===== config.mk =====
export PLATFORM = sky130hd
export DESIGN_NAME = srlatch_bank_ctrl
export DESIGN_NICKNAME = d
export VERILOG_FILES = /design/src/rtl/srlatch_bank_ctrl_pkg.sv /design/src/rtl/srlatch_bank_ctrl_rr.sv /design/src/rtl/srlatch_bank_ctrl.sv
export SDC_FILE = /design/constraint.sdc
export NUM_CORES = 1
export LEC_CHECK = 0
export ABC_AREA = 1
export BUFFER_PORTS_ARGS = -buffer_cell sky130_fd_sc_hd__buf_2
export CORE_ASPECT_RATIO = 1.1
export CORE_MARGIN = 2
export CORE_UTILIZATION = 49
export CTS_BUF_LIST = sky130_fd_sc_hd__clkbuf_8 sky130_fd_sc_hd__clkbuf_16
export DETAILED_ROUTE_END_ITERATION = 16
export GPL_ROUTABILITY_DRIVEN = 0
export PLACE_DENSITY = 0.78
export SYNTH_ARGS = -nofsm -noshare
export SYNTH_HDL_FRONTEND = slang
export SYNTH_HIERARCHICAL = 1
export SYNTH_SLANG_ARGS = --single-unit

===== constraint.sdc =====
create_clock -name clk -period 1.5 [get_ports clk]
set_input_delay 0.15 -clock clk [delete_from_list [all_inputs] [get_ports clk]]
set_output_delay 0.15 -clock clk [all_outputs]
set_load 0.005 [all_outputs]

===== src/rtl/srlatch_bank_ctrl_pkg.sv =====
// Shared types for the SR latch bank controller:
// FSM state encodings, op encodings and a pointer-width helper.
package srlatch_bank_ctrl_pkg;

  typedef enum logic [1:0] {
    ST_IDLE  = 2'd0,
    ST_PULSE = 2'd1,
    ST_GAP   = 2'd2,
    ST_CHECK = 2'd3
  } state_t;

  localparam logic OP_SET = 1'b1;
  localparam logic OP_RST = 1'b0;

  function automatic int ptr_w(input int n);
    return (n > 1) ? $clog2(n) : 1;
  endfunction

endpackage


===== src/rtl/srlatch_bank_ctrl_rr.sv =====
// Round-robin grant: first valid requester at or after rr_ptr,
// wrapping to the lowest index below it.
module rr_arbiter #(
  parameter int NREQ  = 2,
  parameter int PTR_W = 1
) (
  input  logic [NREQ-1:0]  req_valid,
  input  logic [PTR_W-1:0] rr_ptr,
  output logic [NREQ-1:0]  grant
);

  logic found;

  always_comb begin
    grant = '0;
    found = 1'b0;
    for (int i = 0; i < NREQ; i++) begin
      if (!found && req_valid[i] && i >= int'(rr_ptr)) begin
        grant[i] = 1'b1;
        found    = 1'b1;
      end
    end
    for (int i = 0; i < NREQ; i++) begin
      if (!found && req_valid[i]) begin
        grant[i] = 1'b1;
        found    = 1'b1;
      end
    end
  end

endmodule


===== src/rtl/srlatch_bank_ctrl.sv =====
// Arbitrates set/clear requests onto an SR latch bank as registered pulses.
// Define SRLATCH_QCHECK_EN to add the q read-back CHECK state and chk_err.
module srlatch_bank_ctrl
  import srlatch_bank_ctrl_pkg::*;
#(
  parameter int NREQ    = 2,
  parameter int NLATCH  = 4,
  parameter int IDX_W   = 2,
  parameter int PULSE_W = 2,
  parameter int GAP_W   = 1
) (
  input  logic                    clk,
  input  logic                    rst_n,
  input  logic [NREQ-1:0]         req_valid,
  input  logic [NREQ-1:0]         req_op,
  input  logic [NREQ*IDX_W-1:0]   req_idx,
  output logic [NREQ-1:0]         req_ready,
  output logic [NLATCH-1:0]       latch_s,
  output logic [NLATCH-1:0]       latch_r,
  input  logic [NLATCH-1:0]       latch_q,
  output logic                    busy,
  output logic                    err_idx
`ifdef SRLATCH_QCHECK_EN
  ,
  output logic                    chk_err
`endif
);

  localparam int PTR_W   = ptr_w(NREQ);
  localparam int CNT_MAX = (PULSE_W > GAP_W) ? PULSE_W : GAP_W;
  localparam int CNT_W   = $clog2(CNT_MAX + 1);
  localparam logic [IDX_W:0] NL = (IDX_W+1)'(NLATCH);
`ifdef SRLATCH_QCHECK_EN
  localparam bit CHK_EN = 1'b1;
`else
  localparam bit CHK_EN = 1'b0;
`endif

  state_t              state, nxt;
  logic [CNT_W-1:0]    cnt;
  logic [PTR_W-1:0]    rr_ptr, rr_nxt;
  logic                op_q, gop;
  logic [IDX_W-1:0]    idx_q, gidx;
  logic [NREQ-1:0]     grant, ready_d;
  logic [NLATCH-1:0]   dec, s_d, r_d;
  logic                in_range, accept;
  logic                pulse_done, gap_done;
  logic                busy_d, err_d;

  rr_arbiter #(
    .NREQ  (NREQ),
    .PTR_W (PTR_W)
  ) u_arb (
    .req_valid (req_valid),
    .rr_ptr    (rr_ptr),
    .grant     (grant)
  );

  always_comb begin
    gop    = 1'b0;
    gidx   = '0;
    rr_nxt = rr_ptr;
    for (int i = 0; i < NREQ; i++) begin
      if (grant[i]) begin
        gop    = req_op[i];
        gidx   = req_idx[i*IDX_W +: IDX_W];
        rr_nxt = PTR_W'((i + 1) % NREQ);
      end
    end
  end

  always_comb begin
    dec = '0;
    for (int i = 0; i < NLATCH; i++)
      dec[i] = (idx_q == IDX_W'(i));
  end

  assign in_range   = {1'b0, idx_q} < NL;
  assign accept     = (state == ST_IDLE) && |(req_ready & req_valid);
  assign pulse_done = (cnt == CNT_W'(PULSE_W - 1));
  assign gap_done   = (cnt == CNT_W'(GAP_W - 1));

  always_ff @(posedge clk or negedge rst_n) begin
    if (!rst_n) state <= ST_IDLE;
    else        state <= nxt;
  end

  always_comb begin
    nxt = state;
    unique case (state)
      ST_IDLE:  if (accept) nxt = ST_PULSE;
      ST_PULSE: if (pulse_done) nxt = ST_GAP;
      ST_GAP:   if (gap_done) nxt = CHK_EN ? ST_CHECK : ST_IDLE;
      ST_CHECK: nxt = ST_IDLE;
      default:  nxt = ST_IDLE;
    endcase
  end

  // Ready is issued on the edge entering IDLE so a waiting requester
  // is granted in the very first IDLE cycle.
  always_comb begin
    ready_d = (nxt == ST_IDLE) ? grant : '0;
    s_d     = '0;
    r_d     = '0;
    if (nxt == ST_PULSE && in_range) begin
      if (op_q == OP_SET) s_d = dec;
      if (op_q == OP_RST) r_d = dec;
    end
    busy_d = (nxt != ST_IDLE);
    err_d  = accept && !in_range;
  end

  always_ff @(posedge clk or negedge rst_n) begin
    if (!rst_n) begin
      req_ready <= '0;
      latch_s   <= '0;
      latch_r   <= '0;
      busy      <= 1'b0;
      err_idx   <= 1'b0;
      cnt       <= '0;
      rr_ptr    <= '0;
      op_q      <= 1'b0;
      idx_q     <= '0;
    end else begin
      req_ready <= ready_d;
      latch_s   <= s_d;
      latch_r   <= r_d;
      busy      <= busy_d;
      err_idx   <= err_d;
      if (nxt != state)         cnt <= '0;
      else if (state != ST_IDLE) cnt <= cnt + 1'b1;
      if (|ready_d) begin
        op_q   <= gop;
        idx_q  <= gidx;
        rr_ptr <= rr_nxt;
      end
    end
  end

`ifdef SRLATCH_QCHECK_EN
  logic chk_d;

  // q is sampled in the last GAP cycle so chk_err lands inside CHECK.
  assign chk_d = (state == ST_GAP) && (nxt == ST_CHECK) && in_range &&
                 ((|(latch_q & dec)) != op_q);

  always_ff @(posedge clk or negedge rst_n) begin
    if (!rst_n) chk_err <= 1'b0;
    else        chk_err <= chk_d;
  end
`else
  logic unused_q;
  assign unused_q = ^latch_q;
`endif

endmodule


## Yosys cells after proc, flatten, opt, wreduce, memory -nomap -nowiden

Cells that the tools add are included.

| operators by class | value |
|---|---|
| add/subtract/negate cells | 1 |
| bitwise logic cells | 1 |
| muxes and demuxes | 23 |
| order comparisons | 1 |
| equal/unequal tests | 9 |
| reductions and logical operators | 19 |

Operators with widths:

| kind | number |
|---|---|
| 2-to-1 mux 2 bit | 8 |
| 2-to-1 mux 4 bit | 4 |
| 2-to-1 mux 1 bit | 10 |
| equality test 2 x 1 -> 1 bit (second input constant) | 4 |
| equality test 2 bit (second input constant) | 4 |
| logical NOT 2 bit | 4 |
| case mux 2 bit (4 select lines) | 1 |
| nonzero test 2 bit | 4 |
| logical AND 1 bit | 5 |
| OR reduction 2 bit | 2 |
| logical NOT 1 bit | 3 |
| adder 2 x 1 -> 2 bit (second input constant) | 1 |
| bitwise AND 2 bit | 1 |
| inequality test 2 bit | 1 |
| AND reduction 2 bit | 1 |
| greater-or-equal comparator 1 bit (first input constant) | 1 |

| word-level totals | value |
|---|---|
| bits of input ports | 14 |
| output and inout port bits | 12 |
| logic and storage cells | 63 |
| flip-flop bits (word level) | 19 |

## Longest topological paths before layout

Gate-level depths: netlist of the first run.

| depth | value |
|---|---|
| depth in word-level cells | 15 |
| mapped depth | 8 |
| gate-level depth less buffers | 8 |

## Modules after synthesis

Netlist of the first run, hierarchy kept.

Modules (own cells, without submodules):

| module | times used | area each (um2) | sequential area each (um2) | cells an instance |
|---|---|---|---|---|
| srlatch_bank_ctrl | 1 | 857.1 | 475.5 | 92 |
| rr_arbiter | 1 | 27.5 | 0.0 | 4 |

## Worst setup path after synthesis of the first run

OpenSTA, ideal clock, no wires.

| path | value |
|---|---|
| path kind | flip-flop to flip-flop |
| from | register cnt[0] |
| to | register latch_r[0] |
| required time | 1.431 ns |
| arrival | 1.135 ns |
| buffers on the path | 0 |
| setup slack | 0.296 ns |
| period minus slack after synthesis | 1.204 ns |
| stages on the path, launching flop included | 6 |
| library setup time | 0.069 ns |
| cell sequence | dfrtp_1 -> ha_1 -> a21oi_1 -> nand2_1 -> or2_4 -> nor2_2 |

| between the ends | value |
|---|---|
| word-level cells in the longest chain between the ends | 5 |
| elaborated cells between the ends (all ways) | 7 |
| classes of those cells | eq/ne (2); mux (4); reduce/logical (1) |

Ends and longest elaborated chain:

| element | line | source |
|---|---|---|
| start, declared | srlatch_bank_ctrl.sv:40 | `logic [CNT_W-1:0] cnt;` |
| start signal, assigned | srlatch_bank_ctrl.sv:131 | `else if (state != ST_IDLE) cnt <= cnt + 1'b1;` |
| equality test 2 x 1 -> 1 bit / logical NOT 2 bit (equally long branches) | srlatch_bank_ctrl.sv:80, srlatch_bank_ctrl.sv:81 |  |
| 2-to-1 mux 2 bit, on equally long branches | srlatch_bank_ctrl.sv:92, srlatch_bank_ctrl.sv:93 |  |
| case mux 2 bit (4 select lines) (*) | srlatch_bank_ctrl.sv:90 | `unique case (state)` |
| equality test 2 x 1 -> 1 bit (*) | srlatch_bank_ctrl.sv:105 | `if (nxt == ST_PULSE && in_range) begin` |
| 2-to-1 mux 4 bit (*) | srlatch_bank_ctrl.sv:105 |  |
| net r_d[0] | srlatch_bank_ctrl.sv:45 | `logic [NLATCH-1:0] dec, s_d, r_d;` |
| end signal, assigned | srlatch_bank_ctrl.sv:127 | `latch_r <= r_d;` |
| end, declared | srlatch_bank_ctrl.sv:19 | `output logic [NLATCH-1:0] latch_r,` |

The timed path passes the listed nets; every way through them passes the cells marked *.
A chain may end at the register's enable or synchronous reset.

## Worst setup path in the final report of the first run

| path | value |
|---|---|
| from | register cnt[0] |
| to | register cnt[1] |

| between the ends | value |
|---|---|
| word-level cells in the longest chain between the ends | 5 |
| elaborated cells between the ends (all ways) | 10 |
| classes of those cells | add/sub (1); eq/ne (2); mux (5); reduce/logical (2) |

Ends and longest elaborated chain:

| element | line | source |
|---|---|---|
| equality test 2 x 1 -> 1 bit / logical NOT 2 bit (equally long branches) | srlatch_bank_ctrl.sv:80, srlatch_bank_ctrl.sv:81 |  |
| 2-to-1 mux 2 bit, on equally long branches | srlatch_bank_ctrl.sv:92, srlatch_bank_ctrl.sv:93 |  |
| case mux 2 bit (4 select lines) (*) | srlatch_bank_ctrl.sv:90 |  |
| net nxt[1] | srlatch_bank_ctrl.sv:39 | `state_t state, nxt;` |
| inequality test 2 bit (*) | srlatch_bank_ctrl.sv:130 | `if (nxt != state) cnt <= '0;` |
| 2-to-1 mux 2 bit / nonzero test 2 bit (equally long branches) | -- |  |

The timed path passes the listed nets; every way through them passes the cells marked *. The select of a mux whose other input is x is not followed.

==> flow_summary_export.csv, run 1 <==
group,metric,value,unit
global_route,global_route_wire_length_before_repair,2559,um
die,floorplan.die.height,48.56,um
placed_design,port-buffer-count,20,
cts,cts.reportedPaths.clkPinSlew,70,ps
timing,hold_viol_final,0,
critical_path,critPathKind,"reg -> reg",
synth,netlist_area,884.6,sq um
detailed_routing,drtIter0Drc,11,
cts,clk_path_buf_depth,2,
finish,area_delta_synth_final,19.09,%
synth,ys_top_cells_by_area,"sky130_fd_sc_hd__dfrtp_1 (54%), sky130_fd_sc_hd__nand2_1 (11%), sky130_fd_sc_hd__nor2_2 (5.0%)",
synth,synth-compound-area-share,7.638,%
timing,max_freq,753.4,MHz
global_route,grt.overflow.total,0,
finish,commonest_cells_after_routing_fill_and_taps_aside,"sky130_fd_sc_hd__nand2_1 (25), sky130_fd_sc_hd__buf_2 (20), sky130_fd_sc_hd__dfrtp_1 (19)",
critical_path,crit_arrival,1460,ps
die,ios,26,
detailed_routing,route.antenna.remaining_nets,0,
synth,netlist_instances,96,
detailed_routing,first_pass_iters,4,
synth,muxShareOfSynthArea,1.132,%
critical_path,crit_path_max_fanout,4,
synth,syn_avg_cell_area,9.215,sq um
timing,rsz0062_at_grt,"no",
critical_path,startpoint_type,"flip-flop",
synth,yosys_register_bits,19,
synth,yosys.area.top_type,"sky130_fd_sc_hd__dfrtp_1",
synth,post_synth_num_cell_types,23,
detailed_routing,routed_wire_length_per_instance,10.59,um
timing,timing_max_transition_violations_final,0,
global_route,grt_use_total,15.53,%
detailed_routing,route.vias.total,660,
power,power_density,1908,nW/um^2
power,vdd.ir_drop.worst,0.8566,mV
flow_run,maxCapViolCount,0,
synth,netlist.area_leader.share,53.75,%
cts,htreeDepth,1,
synth,postSynthNetCount,112,
placed_design,dp_hpwl,1138,um
finish,final_non_filler_cell_area,1054,sq um
die,core,1742,sq um
placed_design,detailed_place.area,997.2,sq um
finish,layout.nets,136,
cts,clockRootBuffer,"sky130_fd_sc_hd__clkbuf_8",
timing,fin_setup_tns,0,ps
timing,finalClockSkew,0.7473,ps
cts,cts_inserted_buffers,3,
critical_path,timing.critical_path.to_type,"flip-flop",
power,power.leakage,0.0005862,uW
cts,tritoncts,"built",
synth,area_share_of_and_or_nand_nor_cells_after_synthesis,26.17,%
global_route,antenna_violations_before_repair,0,
die,die-area,2161,sq um
global_route,grt_start_max_net_pins,20,
cts,clock_sink_count,19,
critical_path,worst_ep_required_time,1640,ps
finish,antenna_cells_inserted,0,
synth,yosysWarnings,6,
global_route,grt_pass1_vias,668,
finish,final_core_utilization,60.49,%
synth,synth_top_family_by_area,"simple AND/OR/NAND/NOR gates",
timing,finalCritPeriodShare,88.48,%
outcome,outcome,"completed",
min_path,timing.hold.worst.class,"in -> reg",
timing,finalSetupViolations,0,
die,rows,16,
detailed_routing,post-route-drc-count,0,
detailed_routing,post_drt_via_cell_ratio,4.818,
die,die_x,44.51,um
die,initial_core_util,50.79,%
synth,sequential_to_total_area_share_from_yosys_stat,53.75,%
synth,post_synth_xor_area_fraction,0.9901,%
cts,clk-insertion-delay-late,250,ps
detailed_routing,routed_wl,1451,um
timing,post-route-min-period,1327,ps
finish,layout.cells.most_common,"sky130_fd_sc_hd__nand2_1",
finish,drive_above_1_share,33.61,%
synth,synth_adder_area_share,2.829,%
power,report.power.total,2011,uW
-- worst max-delay path, cell delays in order (launching register included) --
cell and delay [ps]:
sky130_fd_sc_hd__dfrtp_1 410, sky130_fd_sc_hd__ha_1 230, sky130_fd_sc_hd__nand3_1 120, sky130_fd_sc_hd__nand2_2 120
sky130_fd_sc_hd__o211ai_1 260, sky130_fd_sc_hd__nor2_1 80
-- per-layer routing --
layer | track usage, % | part of all wire, % | up-vias
li1 | - | - | 341
met1 | 18.27 | 45 | 302
met2 | 26.57 | 51 | 14
met3 | 1.493 | 2.9 | 3
met4 | 8.586 | 1.5 | 0
met5 | 0 | 0 | -
-- where the power goes --
part / total [uW] / internal (uW) / switching, uW
clock network: 350 / 185 / 166
registers: 791 / 683 / 108
logic: 869 / 343 / 526
total: 2010 / 1210 / 800
-- cell type report --
cell class	instances	area, sq um
fillers	145	688.2
flip-flops and latches	19	475.5
multi-input cells	62	346.6
repair buffers	22	117.6
inverters	12	45.04
clock buffers	3	41.29
well taps	18	22.52
clock inverters	1	5.005
-- registers in the layout, indices dropped and copies added, names as in the netlist --
register and cells:
latch_r 4, latch_s 4, cnt 2, idx_q 2
req_ready 2, state 2, busy 1, op_q 1
rr_ptr 1
-- path summary, 6_finish.rpt --
| check | from | end | slack, ps | cells after the start |
|---|---|---|---|---|
| max in group asynchronous | rst_n | latch_r[0] | 870 | 2 |
| min in group asynchronous | rst_n | busy | 340 | 2 |
| hold reg to reg | op_q | op_q | 510 | 2 |
| setup reg to reg | cnt[0] | cnt[1] | 170 | 5 |
| setup / recovery | cnt[0] | cnt[1] | 170 | 5 |
| hold / removal | req_op[1] | op_q | 230 | 5 |
-- synth_stat cells --
cell / instances
sky130_fd_sc_hd__buf_2: 1
sky130_fd_sc_hd__nand2_2: 1
sky130_fd_sc_hd__clkbuf_2: 1
sky130_fd_sc_hd__conb_1: 1
sky130_fd_sc_hd__inv_2: 2
sky130_fd_sc_hd__nand3_1: 6
sky130_fd_sc_hd__or2_4: 1
sky130_fd_sc_hd__xor2_1: 1
sky130_fd_sc_hd__inv_1: 10
sky130_fd_sc_hd__dfrtp_1: 19
sky130_fd_sc_hd__o211ai_2: 1
sky130_fd_sc_hd__ha_1: 2
sky130_fd_sc_hd__a21oi_1: 1
sky130_fd_sc_hd__o211ai_1: 4
sky130_fd_sc_hd__a21boi_2: 1
sky130_fd_sc_hd__mux2i_1: 1
sky130_fd_sc_hd__nand3b_1: 2
sky130_fd_sc_hd__buf_4: 1
sky130_fd_sc_hd__nor2_1: 6
sky130_fd_sc_hd__nand2_1: 25
sky130_fd_sc_hd__nor2_2: 7
sky130_fd_sc_hd__a21oi_2: 1
sky130_fd_sc_hd__nor2_4: 1
-- stage by stage --
step | instances | setup slack [ps] | hold slack (ps)
after global routing | 137 | 78.91 | 266.0
after global placement | 132 | 218.3 | 95.74
after detailed placement | 132 | 176.1 | 106.2
final | 137 | 172.7 | 228.2
after CTS | 137 | 157.6 | 229.6
after floorplan | 96 | 296.2 | -145.6
-- what timing repair did --
item | in CTS | in global routing
endpoints found under the hold margin | 19 | 0
buffers inserted | 0 | 0
hold buffers | 1 | 0
gates resized for setup | 0 | 0
-- logic make-up (layout without fill, tap and decap cells) --
family / after synthesis / in the layout
compound gates: 8 / 8
mux: 1 / 1
fa+ha+maj: 2 / 2
buf+inv: 15 / 38
flops: 19 / 19
simple gates: 49 / 49
xor+xnor: 1 / 1
other cells: 1 / 1
(Power assumes the default switching activity.)
==> run 2: changes to the inputs <==
--- a/config.mk
+++ b/config.mk
@@ -5,15 +5,15 @@
 export SDC_FILE = /design/constraint.sdc
 export NUM_CORES = 1
 export LEC_CHECK = 0
-export ABC_AREA = 1
 export BUFFER_PORTS_ARGS = -buffer_cell sky130_fd_sc_hd__buf_2
 export CORE_ASPECT_RATIO = 1.1
 export CORE_MARGIN = 2
-export CORE_UTILIZATION = 49
+export CORE_UTILIZATION = 47
 export CTS_BUF_LIST = sky130_fd_sc_hd__clkbuf_8 sky130_fd_sc_hd__clkbuf_16
 export DETAILED_ROUTE_END_ITERATION = 16
 export GPL_ROUTABILITY_DRIVEN = 0
-export PLACE_DENSITY = 0.78
+export GPL_TIMING_DRIVEN = 0
+export PLACE_DENSITY = 0.77
 export SYNTH_ARGS = -nofsm -noshare
 export SYNTH_HDL_FRONTEND = slang
 export SYNTH_HIERARCHICAL = 1
==> flow_summary_export.csv, run 2 <==
group,metric,value,unit
die,ios,26,
synth,ys_top_cells_by_area,"sky130_fd_sc_hd__dfrtp_1 (61%), sky130_fd_sc_hd__nand2b_1 (4.0%), sky130_fd_sc_hd__nor2_1 (3.9%)",
cts,cts_inserted_buffers,3,
global_route,grt_use_total,16.17,%
synth,yosysWarnings,6,
finish,antenna_cells_inserted,0,
cts,clockRootBuffer,"sky130_fd_sc_hd__clkbuf_8",
global_route,antenna_violations_before_repair,0,
global_route,global_route.peak_usage_layer,"met2",
synth,yosys.area.top_type,"sky130_fd_sc_hd__dfrtp_1",
flow_run,maxCapViolCount,0,
critical_path,crit_path_max_fanout,6,
timing,finalClockSkew,3.798,ps
power,report.power.total,2179,uW
power,power.leakage,0.0005366,uW
synth,netlist_instances,70,
die,rows,15,
die,initial_core_util,49.88,%
global_route,gr-usage-met1,17.96,%
global_route,grt.overflow.total,0,
placed_design,detailed_place.area,908.4,sq um
global_route,grt_pass1_vias,549,
synth,syn_avg_cell_area,11.10,sq um
placed_design,port-buffer-count,20,
timing,timing_max_transition_violations_final,0,
detailed_routing,post-route-drc-count,0,
timing,post-route-min-period,1514,ps
outcome,outcome,"finished with violations",
critical_path,crit_arrival,1650,ps
cts,cts.reportedPaths.clkPinSlew,70,ps
detailed_routing,routed_wl,1570,um
die,die_x,42.77,um
min_path,timing.hold.worst.class,"in -> reg",
finish,layout.cells.most_common,"sky130_fd_sc_hd__buf_2",
detailed_routing,route.antenna.remaining_nets,0,
finish,area_delta_synth_final,37.04,%
timing,hold_viol_final,0,
die,floorplan.die.height,46.65,um
synth,sequential_to_total_area_share_from_yosys_stat,61.19,%
timing,rsz0062_at_grt,"yes",
finish,final_non_filler_cell_area,1065,sq um
synth,synth.top_cells.by_count,"sky130_fd_sc_hd__dfrtp_1 (19), sky130_fd_sc_hd__nor2_1 (8), sky130_fd_sc_hd__inv_1 (6)",
power,vdd.ir_drop.worst,1.145,mV
synth,netlist_area,777.0,sq um
cts,htreeDepth,1,
detailed_routing,drtIter0Drc,9,
finish,final_core_utilization,68.35,%
global_route,global_route.usage.met2,29.70,%
detailed_routing,routed_wire_length_per_instance,13.31,um
detailed_routing,first_pass_iters,4,
outcome,failed_checks,"negative setup slack",
global_route,global_route_wire_length_before_repair,2304,um
critical_path,critPathKind,"reg -> reg",
cts,tritoncts,"built",
timing,finalSetupViolations,3,
die,core,1558,sq um
synth,postSynthNetCount,86,
finish,commonest_cells_after_routing_fill_and_taps_aside,"sky130_fd_sc_hd__buf_2 (20), sky130_fd_sc_hd__dfrtp_1 (19), sky130_fd_sc_hd__nor2_1 (8)",
synth,ys_dominant_reg_cell,"sky130_fd_sc_hd__dfrtp_1",
synth,post_synth_num_cell_types,24,
finish,drive_above_1_share,43.56,%
finish,filler_cell_count,123,
power,power_density,2046,nW/um^2
global_route,grt_util_met3,3.529,%
synth,netlist.area_leader.share,61.19,%
timing,finalCritPeriodShare,100.9,%
timing,layout_setup_ws,-13.86,ps
synth,async_reset_ff_share,100.0,%
detailed_routing,post_drt_via_cell_ratio,5.153,
die,die-area,1995,sq um
global_route,grt_start_max_net_pins,20,
critical_path,startpoint_type,"flip-flop",
synth,count_of_flip_flops_with_a_built_in_enable_after_synthesis,0,
cts,clock_sink_count,19,
critical_path,reg2reg_setup_slack,-10,ps
finish,layout.nets,118,
timing,worst_hold_slack,201.0,ps
critical_path,worst_ep_required_time,1630,ps
synth,yosys_register_bits,19,
cts,clk_path_buf_depth,2,
cts,clk-insertion-delay-late,250,ps
placed_design,dp_hpwl,942.3,um
detailed_routing,route.vias.total,608,
critical_path,timing.critical_path.to_type,"flip-flop",
timing,max_freq,660.6,MHz
finish,biggestRegsByFlops,"latch_r x4, latch_s x4",
synth,yosys.cell_count.top_type,"sky130_fd_sc_hd__dfrtp_1",
## run 2: critical path, cell delays in order, from the launching register on
cell,delay (ps)
sky130_fd_sc_hd__dfrtp_1,360
sky130_fd_sc_hd__inv_1,50
sky130_fd_sc_hd__ha_2,170
sky130_fd_sc_hd__or3b_4,380
sky130_fd_sc_hd__o211a_4,180
sky130_fd_sc_hd__o21a_4,130
sky130_fd_sc_hd__a2bb2oi_1,130
## run 2: worst paths after layout
path | start | endpoint | cells past startpoint
setup / recovery | cnt[0] | idx_q[0] | 6
hold / removal | req_idx[1] | idx_q[1] | 3
setup reg to reg | cnt[0] | idx_q[0] | 6
hold reg to reg | rr_ptr | rr_ptr | 2
max in group asynchronous | rst_n | latch_r[2] | 2
min in group asynchronous | rst_n | state[1] | 2
## run 2: power by group
| group | switching, uW | leakage, uW | internal [uW] |
|---|---|---|---|
| clock network | 164 | 0.0000255 | 184 |
| registers | 152 | 0.000244 | 696 |
| logic | 460 | 0.000267 | 523 |
## run 2: layer usage
metal | wire [um] | vias to the layer above | share of wire [%]
li1 | - | 297 | -
met1 | 668 | 292 | 43
met2 | 824 | 17 | 52
met3 | 52 | 2 | 3.3
met4 | 25 | 0 | 1.6
met5 | 0 | - | 0
## run 2: timing repair
action | CTS | global route
setup endpoints to repair | 4 | 14
hold buffers | 1 | 0
pin swaps | 1 | 2
hold endpoints to repair | 19 | 0
resized for setup | 2 | 11
buffers inserted | 5 | 1
## run 2: kinds of logic after synthesis
logic type                 count (synthesis)  share of synthesized area, %
and+or+nand+nor                           23                         15.14
AOI/OAI and AO/OA                         18                         16.11
DFF                                       19                         61.19
adders and majority gates                  2                         3.220
other                                      1                        0.4826
buffers and inverters                      7                         3.865
## run 2: area by class of cell
type / instances / area, sq um / share of cell area [%]
clock buffers: 3 / 41.29 / 3.878
flip-flops and latches: 19 / 475.5 / 44.65
repair buffers: 27 / 155.1 / 14.57
inverters: 6 / 22.52 / 2.115
plain buffers: 1 / 7.507 / 0.7051
clock inverters: 1 / 5.005 / 0.4700
multi-input cells: 44 / 336.6 / 31.61
well taps: 17 / 21.27 / 1.998
## run 2: through the flow
stage	setup WS, ps	std cells	setup TNS, ps
after floorplan	6.932	70	0
after global placement	-64.06	107	-189.7
after detailed placement	-104.8	107	-329.6
after CTS	-23.35	117	-58.21
after global routing	-82.24	118	-407.2
final	-13.86	118	-18.90
